**src/rtl/aes_pkg.sv**
```systemverilog
// Shared constants and helpers for the AES-128 input datapath.
//   AES_BLOCK_W / AES_KEY_W : block and key widths in bits
//   idx_width(data_w)       : width of a word index covering 128/data_w words
package aes_pkg;

    localparam int unsigned AES_BLOCK_W = 128;
    localparam int unsigned AES_KEY_W   = 128;

    // Word-index width for a group of AES_BLOCK_W/data_w words (at least 1 bit).
    function automatic int unsigned idx_width(input int unsigned data_w);
        int unsigned nw;
        nw = AES_BLOCK_W / data_w;
        return (nw > 1) ? $clog2(nw) : 1;
    endfunction

endpackage

```
**src/rtl/aes_word_assembler.sv**
```systemverilog
// DATA_W -> 128-bit slice writer shared by the key and plaintext paths.
// Ports:
//   clk, rst     : clock, synchronous active-high reset
//   clear        : return the word index to 0 (partial words are abandoned)
//   wr_en        : write wr_data at the current (or restarted) index
//   wr_restart   : treat this write as word 0 of a new group
//   wr_data      : incoming word; word k lands in bits [127-k*DATA_W -: DATA_W]
//   idx          : registered word index of the next write
//   first_c      : this write is word 0 of its group
//   last_c       : this write completes the group
//   full_c       : assembled group including this cycle's word
module aes_word_assembler
    import aes_pkg::*;
#(
    parameter int unsigned DATA_W = 32,
    localparam int unsigned NW    = AES_BLOCK_W / DATA_W,
    localparam int unsigned IDX_W = idx_width(DATA_W)
) (
    input  logic                   clk,
    input  logic                   rst,
    input  logic                   clear,
    input  logic                   wr_en,
    input  logic                   wr_restart,
    input  logic [DATA_W-1:0]      wr_data,
    output logic [IDX_W-1:0]       idx,
    output logic                   first_c,
    output logic                   last_c,
    output logic [AES_BLOCK_W-1:0] full_c
);

    logic [IDX_W-1:0]             idx_q, idx_d;
    logic [NW-1:0][DATA_W-1:0]    words_q, words_d;
    logic [NW-1:0][DATA_W-1:0]    words_full;
    logic [IDX_W-1:0]             eff_idx;

    // Effective index of this write; a restart forces word 0.
    assign eff_idx = wr_restart ? '0 : idx_q;
    assign first_c = (eff_idx == '0);
    assign last_c  = (eff_idx == IDX_W'(NW - 1));
    assign idx     = idx_q;
    assign full_c  = AES_BLOCK_W'(words_full);

    // Word 0 is the most significant slice, hence the reversed packed index.
    always_comb begin
        words_full = words_q;
        words_full[IDX_W'(NW - 1) - eff_idx] = wr_data;
        words_d = words_q;
        idx_d   = idx_q;
        if (wr_en) begin
            words_d = words_full;
            idx_d   = last_c ? '0 : eff_idx + IDX_W'(1);
        end
        if (clear) begin
            idx_d = '0;
        end
    end

    always_ff @(posedge clk) begin
        if (rst) begin
            idx_q   <= '0;
            words_q <= '0;
        end else begin
            idx_q   <= idx_d;
            words_q <= words_d;
        end
    end

endmodule

```
**src/rtl/aes_block_packer.sv**
```systemverilog
// Input stage of the AES-128 datapath: packs a narrow key/plaintext word
// stream into 128-bit groups, holds the current key, and presents
// {plaintext, key} pairs through a one-entry registered output slot.
// Ports:
//   clk, rst          : clock, synchronous active-high reset
//   flush             : drop partial group and output slot, keep key
//   in_valid/in_ready : input word handshake (in_ready is combinational)
//   in_data           : input word, first word of a group is most significant
//   in_is_key         : word belongs to a key group (1) or plaintext group (0)
//   blk_valid/blk_ready : output slot handshake
//   blk_plaintext     : assembled plaintext block
//   blk_key           : key snapshot taken when the block completed
//   key_loaded        : a full key has been received since reset
//   err_seq           : pulse, group abandoned on a mid-group type change
//   err_nokey         : pulse, plaintext group dropped for lack of a key
module aes_block_packer
    import aes_pkg::*;
#(
    parameter int unsigned DATA_W = 32
) (
    input  logic                   clk,
    input  logic                   rst,
    input  logic                   flush,
    input  logic                   in_valid,
    output logic                   in_ready,
    input  logic [DATA_W-1:0]      in_data,
    input  logic                   in_is_key,
    output logic                   blk_valid,
    input  logic                   blk_ready,
    output logic [AES_BLOCK_W-1:0] blk_plaintext,
    output logic [AES_KEY_W-1:0]   blk_key,
    output logic                   key_loaded,
    output logic                   err_seq,
    output logic                   err_nokey
);

    localparam int unsigned NW    = AES_BLOCK_W / DATA_W;
    localparam int unsigned IDX_W = idx_width(DATA_W);

    logic [IDX_W-1:0]       idx;
    logic                   first_c;
    logic                   last_c;
    logic [AES_BLOCK_W-1:0] asm_full_c;

    logic accept_c;
    logic switch_c;
    logic key_done_c;
    logic pt_done_c;

    logic                   grp_key_q, grp_key_d;
    logic [AES_KEY_W-1:0]   key_q, key_d;
    logic                   key_loaded_q, key_loaded_d;
    logic                   blk_valid_q, blk_valid_d;
    logic [AES_BLOCK_W-1:0] blk_pt_q, blk_pt_d;
    logic [AES_KEY_W-1:0]   blk_key_q, blk_key_d;
    logic                   err_seq_q, err_seq_d;
    logic                   err_nokey_q, err_nokey_d;

    // Only the final word of a group can stall, and only behind a full slot.
    assign in_ready   = !((idx == IDX_W'(NW - 1)) && blk_valid_q && !blk_ready);
    assign accept_c   = in_valid && in_ready && !flush;
    assign switch_c   = accept_c && (idx != '0) && (in_is_key != grp_key_q);
    // A switch restarts at word 0, so last_c implies grp type == in_is_key.
    assign key_done_c = accept_c && last_c && in_is_key;
    assign pt_done_c  = accept_c && last_c && !in_is_key;

    aes_word_assembler #(
        .DATA_W (DATA_W)
    ) u_asm (
        .clk        (clk),
        .rst        (rst),
        .clear      (flush),
        .wr_en      (accept_c),
        .wr_restart (switch_c),
        .wr_data    (in_data),
        .idx        (idx),
        .first_c    (first_c),
        .last_c     (last_c),
        .full_c     (asm_full_c)
    );

    // Next-state logic for group type, key register and output slot.
    always_comb begin
        grp_key_d    = grp_key_q;
        key_d        = key_q;
        key_loaded_d = key_loaded_q;
        blk_valid_d  = blk_valid_q;
        blk_pt_d     = blk_pt_q;
        blk_key_d    = blk_key_q;
        err_seq_d    = switch_c;
        err_nokey_d  = pt_done_c && !key_loaded_q;

        if (accept_c && first_c) begin
            grp_key_d = in_is_key;
        end

        if (key_done_c) begin
            key_d        = asm_full_c;
            key_loaded_d = 1'b1;
        end

        if (blk_valid_q && blk_ready) begin
            blk_valid_d = 1'b0;
        end

        // Load after drain so a same-cycle drain and completion keeps the slot full.
        if (pt_done_c && key_loaded_q) begin
            blk_valid_d = 1'b1;
            blk_pt_d    = asm_full_c;
            blk_key_d   = key_q;
        end

        if (flush) begin
            blk_valid_d = 1'b0;
        end
    end

    always_ff @(posedge clk) begin
        if (rst) begin
            grp_key_q    <= 1'b0;
            key_q        <= '0;
            key_loaded_q <= 1'b0;
            blk_valid_q  <= 1'b0;
            blk_pt_q     <= '0;
            blk_key_q    <= '0;
            err_seq_q    <= 1'b0;
            err_nokey_q  <= 1'b0;
        end else begin
            grp_key_q    <= grp_key_d;
            key_q        <= key_d;
            key_loaded_q <= key_loaded_d;
            blk_valid_q  <= blk_valid_d;
            blk_pt_q     <= blk_pt_d;
            blk_key_q    <= blk_key_d;
            err_seq_q    <= err_seq_d;
            err_nokey_q  <= err_nokey_d;
        end
    end

    assign blk_valid     = blk_valid_q;
    assign blk_plaintext = blk_pt_q;
    assign blk_key       = blk_key_q;
    assign key_loaded    = key_loaded_q;
    assign err_seq       = err_seq_q;
    assign err_nokey     = err_nokey_q;

endmodule

```
**config.mk**
```make
export PLATFORM = sky130hd
export DESIGN_NAME = aes_block_packer
export DESIGN_NICKNAME = d
export VERILOG_FILES = /design/src/rtl/aes_pkg.sv /design/src/rtl/aes_word_assembler.sv /design/src/rtl/aes_block_packer.sv
export SDC_FILE = /design/constraint.sdc
export NUM_CORES = 1
export LEC_CHECK = 0
export ABC_AREA = 1
export BUFFER_PORTS_ARGS = -buffer_cell sky130_fd_sc_hd__buf_2
export CAP_MARGIN = 20
export CORE_UTILIZATION = 35
export CTS_CLUSTER_DIAMETER = 30
export DETAILED_ROUTE_END_ITERATION = 6
export GPL_TIMING_DRIVEN = 0
export PLACE_DENSITY = 0.49
export REMOVE_ABC_BUFFERS = 1
export SLEW_MARGIN = 20
export SYNTH_ARGS = -nofsm -noshare
export SYNTH_HDL_FRONTEND = slang
export SYNTH_SLANG_ARGS = --single-unit
export TNS_END_PERCENT = 10
```
**constraint.sdc**
```tcl
create_clock -name clk -period 4.5 [get_ports clk]
set_clock_uncertainty 0.2 [all_clocks]
set_input_delay 0.45 -clock clk [delete_from_list [all_inputs] [get_ports clk]]
set_output_delay 0.45 -clock clk [all_outputs]
set_load 0.01 [all_outputs]
```
Word level (Yosys, flattened, before mapping)
Index checks and enable logic that the tools add are counted.
Storage, ports and cells
  input port bits: 38
  output and inout port bits: 261
  bits in read-only memories: 0
  word-level logic and storage cells: 50
  memories kept: 0
  memory bits (writable): 0
  register bits: 519
  latch bits: 0
Operators by class
  shift-type cells: 0
  $lt $le $gt $ge: 2
  multipliers: 0
  equality and inequality tests: 3
  mux-type cells: 7
  reduce and logical (&&, ||, !) cells: 23
  bitwise operators: 0
  add/subtract/negate cells: 2
  div/mod/pow operators: 0
Operators by type and width (count)
  $bwmux 128: 1
  $demux 32 s2: 1
  $mux 32: 1
  $logic_and 1x1->1: 14
  $logic_not 1->1: 5
  $eq 2x2->1 const B: 2
  $mux 2: 2
  $reduce_bool 2->1: 2
  $lt 2x3->1 const B: 1
  $add 2x1->2 const B: 1
  $ge 2x1->1 const B: 1
  $logic_not 2->1: 1
  $mux 1: 2
  $reduce_or 2->1: 1
  $sub 2x2->2 const A: 1
  $ne 1x1->1: 1

Depth between registers and ports, before layout
  depth in word-level cells: 15
  depth in mapped cells: 17
  gate-level depth less buffers: 14

Hierarchy
A second synthesis with hierarchy kept.
Unflattened totals
  cell total of the unflattened synthesis: 3614
  area total of the unflattened synthesis: 22920.7 um2
By module, submodules not included
  aes_block_packer: area each 15700.1 um2, cells an instance 2365, sequential area each 7787.5 um2, instances 1
  aes_word_assembler: area each 7220.7 um2, cells an instance 1249, sequential area each 2602.5 um2, instances 1

Least setup slack after synthesis
OpenSTA, ideal clock, no wires.
  path type: input -> register
  start: input blk_ready
  end: register key_q[81]
  cell stages on the path: 15
  path buffers: 3
  required time: 4181 ps
  library setup time: 119 ps
  path slack: 1831 ps
  arrival: 2351 ps
  cell sequence: nor2_1 > nand2_2 > nand2_1 > inv_2 > buf_2 > nand2_1 > nand2_1 > inv_1 > ha_1 > clkbuf_1 > clkbuf_1 > nand2_1 > o21ai_0 > nor3b_1 > nor2_1
Between the ends
  word-level cells in the longest chain between the ends: 14
  elaborated cells between the ends (all ways): 18
  classes of those cells: add/sub: 1; order compare: 2; eq/ne: 1; mux: 4; reduce/logical: 10
Ends and longest elaborated chain
  from (decl): line aes_block_packer.sv:29  | input logic blk_ready,
  $logic_not 1->1 (*): line aes_block_packer.sv:60  | assign in_ready = !((idx == IDX_W'(NW - 1)) && blk_valid_q && !blk_ready);
  $logic_and 1x1->1 (*): line aes_block_packer.sv:60
  $logic_not 1->1 (*): line aes_block_packer.sv:60
  net in_ready: line aes_block_packer.sv:25  | output logic in_ready,
  $logic_and 1x1->1 (*) (2 in a row): line aes_block_packer.sv:61  | assign accept_c = in_valid && in_ready && !flush;
  $logic_and 1x1->1 (2 in a row): line aes_block_packer.sv:62  | assign switch_c = accept_c && (idx != '0) && (in_is_key != grp_key_q);
  $mux 2: line aes_word_assembler.sv:37  | assign eff_idx = wr_restart ? '0 : idx_q;
  $sub 2x2->2: line aes_word_assembler.sv:46  | words_full[IDX_W'(NW - 1) - eff_idx] = wr_data;
  $lt 2x3->1 (not written as such) / $ge 2x1->1 (equally long branches): line aes_word_assembler.sv:46
  $logic_and 1x1->1 (not written as such): line aes_word_assembler.sv:46
  $mux 32 (not written as such): line aes_word_assembler.sv:46
  $demux 32 s2
  $bwmux 128: line aes_word_assembler.sv:46
  to (signal assigned): line aes_block_packer.sv:130  | key_q <= key_d;
  to (decl): line aes_block_packer.sv:51  | logic [AES_KEY_W-1:0] key_q, key_d;
Mark *: on every way through the listed nets, which the timed path passes. The rest lies on a longest branch.
A chain may end at the register's enable or synchronous reset.

Worst setup path after layout
  start: input blk_ready
  end: register blk_pt_q[110] (netlist: blk_plaintext[110])
Between the ends
  word-level cells in the longest chain between the ends: 14
  elaborated cells between the ends (all ways): 19
  classes of those cells: add/sub: 1; order compare: 2; eq/ne: 1; mux: 4; reduce/logical: 11
Ends and longest elaborated chain
  $logic_not 1->1 (*): line aes_block_packer.sv:60
  $logic_and 1x1->1 (*): line aes_block_packer.sv:60
  $logic_not 1->1 (*): line aes_block_packer.sv:60
  $logic_and 1x1->1 (*) (2 in a row): line aes_block_packer.sv:61
  $logic_and 1x1->1 (2 in a row): line aes_block_packer.sv:62
  $mux 2: line aes_word_assembler.sv:37
  $sub 2x2->2: line aes_word_assembler.sv:46
  $lt 2x3->1 (not written as such) / $ge 2x1->1 (equally long branches): line aes_word_assembler.sv:46
  $logic_and 1x1->1 (not written as such): line aes_word_assembler.sv:46
  $mux 32 (not written as such): line aes_word_assembler.sv:46
  $demux 32 s2
  $bwmux 128: line aes_word_assembler.sv:46
  to (signal assigned): line aes_block_packer.sv:133  | blk_pt_q <= blk_pt_d;
  to (decl): line aes_block_packer.sv:54  | logic [AES_BLOCK_W-1:0] blk_pt_q, blk_pt_d;
Every way passes the cells marked *; elsewhere a longest branch is shown, timed or not.

==> results.cfg <==
[grt]
grt_max_degree = 133
grt_antenna_before_repair = 1
grt_use_total_pct = 20.4
grt_pass1_wl_um = 98400
grt_pass1_vias = 18300
grt-ovfl-total = 0

[power_and_ir_drop]
irDropWorstVdd_v = 0.000321
p_seq_share_pct = 32.4
p_switching_mw = 3.17
pwr-share-clk_pct = 63.9
internal_power_mw = 11.4
fin_total_pwr_mw = 14.6
switching_share_pct = 21.7
power_leakage_nw = 12.6
combPwrFrac_pct = 3.8
p_per_area_nw_per_um2 = 516

[status]
status = complete, but fails checks
violations = design-rule violations

[timing]
post-route-min-period_ns = 4.17
setup_tns_ns = 0
hold_viol = 0
period_share_pct = 92.6
setup_viol_count_final = 0
fmax_mhz = 240
whs_ns = 0.00734
rsz0062_at_grt = false
tightest_slew_ns = 0.803
slew_viol_final = 0
relSlewSlack_pct = 46.5

[detailed_routing]
drc = 18
postRouteAntennaNets = 0
avgRoutedWirePerCell_um = 15.2
vias = 19400
first_pass_iters = 7
wl_um = 62800
drtIter0Drc = 889
via_per_inst = 4.70

[floorplanning]
rows = 89
floorplan.initialDensity_pct = 35.6
die_area_um2 = 61300
coreArea_um2 = 59400
die_y_um = 248
io_pins = 299
die_w_um = 248

[clock_tree]
h-tree-depth = 4
path_clk_slew_ns = 0.04
cts_tree = yes
numCtsBuffers = 132
clock-sinks = 519
cts_buffer_depth = 3
clkLatencyLatePin_ns = 0.68
root_buffer = clkbuf_16

[worst_setup_path]
critPathLaunchType = primary input
crit_type = in2reg
crit_required_ns = 4.91
cp.arrival_ns = 4.58
crit_path_max_fanout = 130
setup.worst_path.end_class = register

[logic_synthesis]
synth_area_um2 = 21100
yosys.area.top_type = dfxtp_1
yosysUniqueCellTypes = 23
ys_warn_count = 0
ys_seq_area_share_pct = 49.2
synth.top_cell.area_share_pct = 49.2
synth_area_leaders = dfxtp_1, nor2_1, nand2_1
synth_area_per_cell_um2 = 7.04
postSynthCellCount = 3000
synth-seq-cells = 519

[place]
gp_congestion = 0.736
hpwl_um = 36400
port_buffers = 298

[cells_and_area]
areaGrowthSynthToFinish_pct = 34.1
final_cell_mix = nor2_1, nand2_1, dfxtp_1, buf_2, inv_1
final_util_pct = 47.7
final_common_cell = nor2_1
drive_gt1_share_pct = 17.3
nNetsFinal = 3306

[min_path]
hold_class = in2reg

[job]
cap_violations = 0
==> stage by stage <==
step	instances	setup WS (ns)	area, µm²
final	4136	0.334	28300
after global placement	3844	-13.24	22600
after CTS	4134	0.0362	28300
after floorplan	2773	-5.86	20100
after detailed placement	3883	-1.34	23600
after global routing	4136	0.0424	28300
==> worst paths after layout <==
kind                                 from                 end  slack [ns]  cells past startpoint
worst min-delay path                  rst           key_q[72]       0.007                      2
worst max register to register  blk_valid  blk_plaintext[110]        0.36                     18
worst max-delay path            blk_ready  blk_plaintext[110]        0.33                     19
worst min register to register  key_q[63]           key_q[63]        0.26                      2
==> routing by layer <==
metal	share of wire, %	global-route usage, %	up-vias
met5	0	0	-
met1	46	26.2	8872
met2	46	32.8	428
met3	5.7	5.27	103
met4	2.1	7.61	0
li1	-	-	10000
==> synth_stat cells <==
master	n
nand2_1	528
nand2_2	1
inv_1	272
a21oi_1	38
or2_2	1
buf_4	9
xnor2_1	1
nor2_2	3
clkbuf_1	108
a211oi_1	128
ha_1	4
o21ai_0	200
nand4_1	1
nor2_1	790
nand3_2	2
inv_2	2
nor3b_1	24
nor3_1	1
nand3_1	257
buf_1	20
clkinv_1	1
dfxtp_1	519
buf_2	90
==> worst max-delay path, stage by stage <==
cell and delay [ns]:
dlygate4sd3_1 0.53, buf_2 0.12, nor2_1 0.23, nand2_2 0.22, nand2_1 0.24, inv_8 0.23
nand2_1 0.22, nand2_1 0.20, inv_1 0.20, ha_4 0.36, buf_12 0.29, nand4_1 0.11
buf_4 0.21, nor2_4 0.14, buf_12 0.19, buf_12 0.21, buf_12 0.20, nor2_1 0.06
nor2_1 0.10
==> flip-flops by register name, summed over array words and instances (netlist names) <==
register       flops
blk_key          128
blk_plaintext    128
blk_valid          1
err_nokey          1
err_seq            1
grp_key_q          1
key_loaded         1
key_q            128
u_asm.idx          2
u_asm.words_q    128
==> cell type report <==
| type | instances | area, µm² |
|---|---|---|
| clock buffers | 184 | 3890 |
| repair buffers | 354 | 2630 |
| inverters | 275 | 1040 |
| clock inverters | 48 | 601 |
| well taps | 773 | 967 |
| multi-input cells | 1982 | 8790 |
| flip-flops and latches | 519 | 10400 |
| diodes | 1 | 2.50 |
| fillers | 5957 | 31000 |
==> kinds of logic (layout without fill, tap and decap cells) <==
logic type	after synthesis	after routing	share of synthesized area, %
xor+xnor	1	1	0.0415
fa+ha+maj	4	4	0.237
buf+inv	502	861	9.62
compound gates	366	366	10.2
other cells	0	1	0
flops	519	519	49.2
simple gates	1608	1611	30.7
==> power by group through the flow <==
stage / Sequential, mW / Clock [mW] / Combinational, mW
floorplan: 4.80 / 0 / 0.436
global placement: 4.81 / 0 / 0.642
detailed placement: 4.81 / 0 / 0.548
CTS: 4.73 / 9.53 / 0.557
global route: 4.73 / 9.80 / 0.624
finish: 4.73 / 9.34 / 0.548
==> repair_timing <==
item / in CTS / in global routing
endpoints found under the hold margin: 4 / 0
buffers inserted: 12 / 1
endpoints found under the setup margin: 384 / 119
pin swaps: 5 / 1
hold buffers: 4 / 0
cloned: 3 / 0
gates resized for setup: 1 / 0
Note: power is estimated with default switching activity, not from simulation.
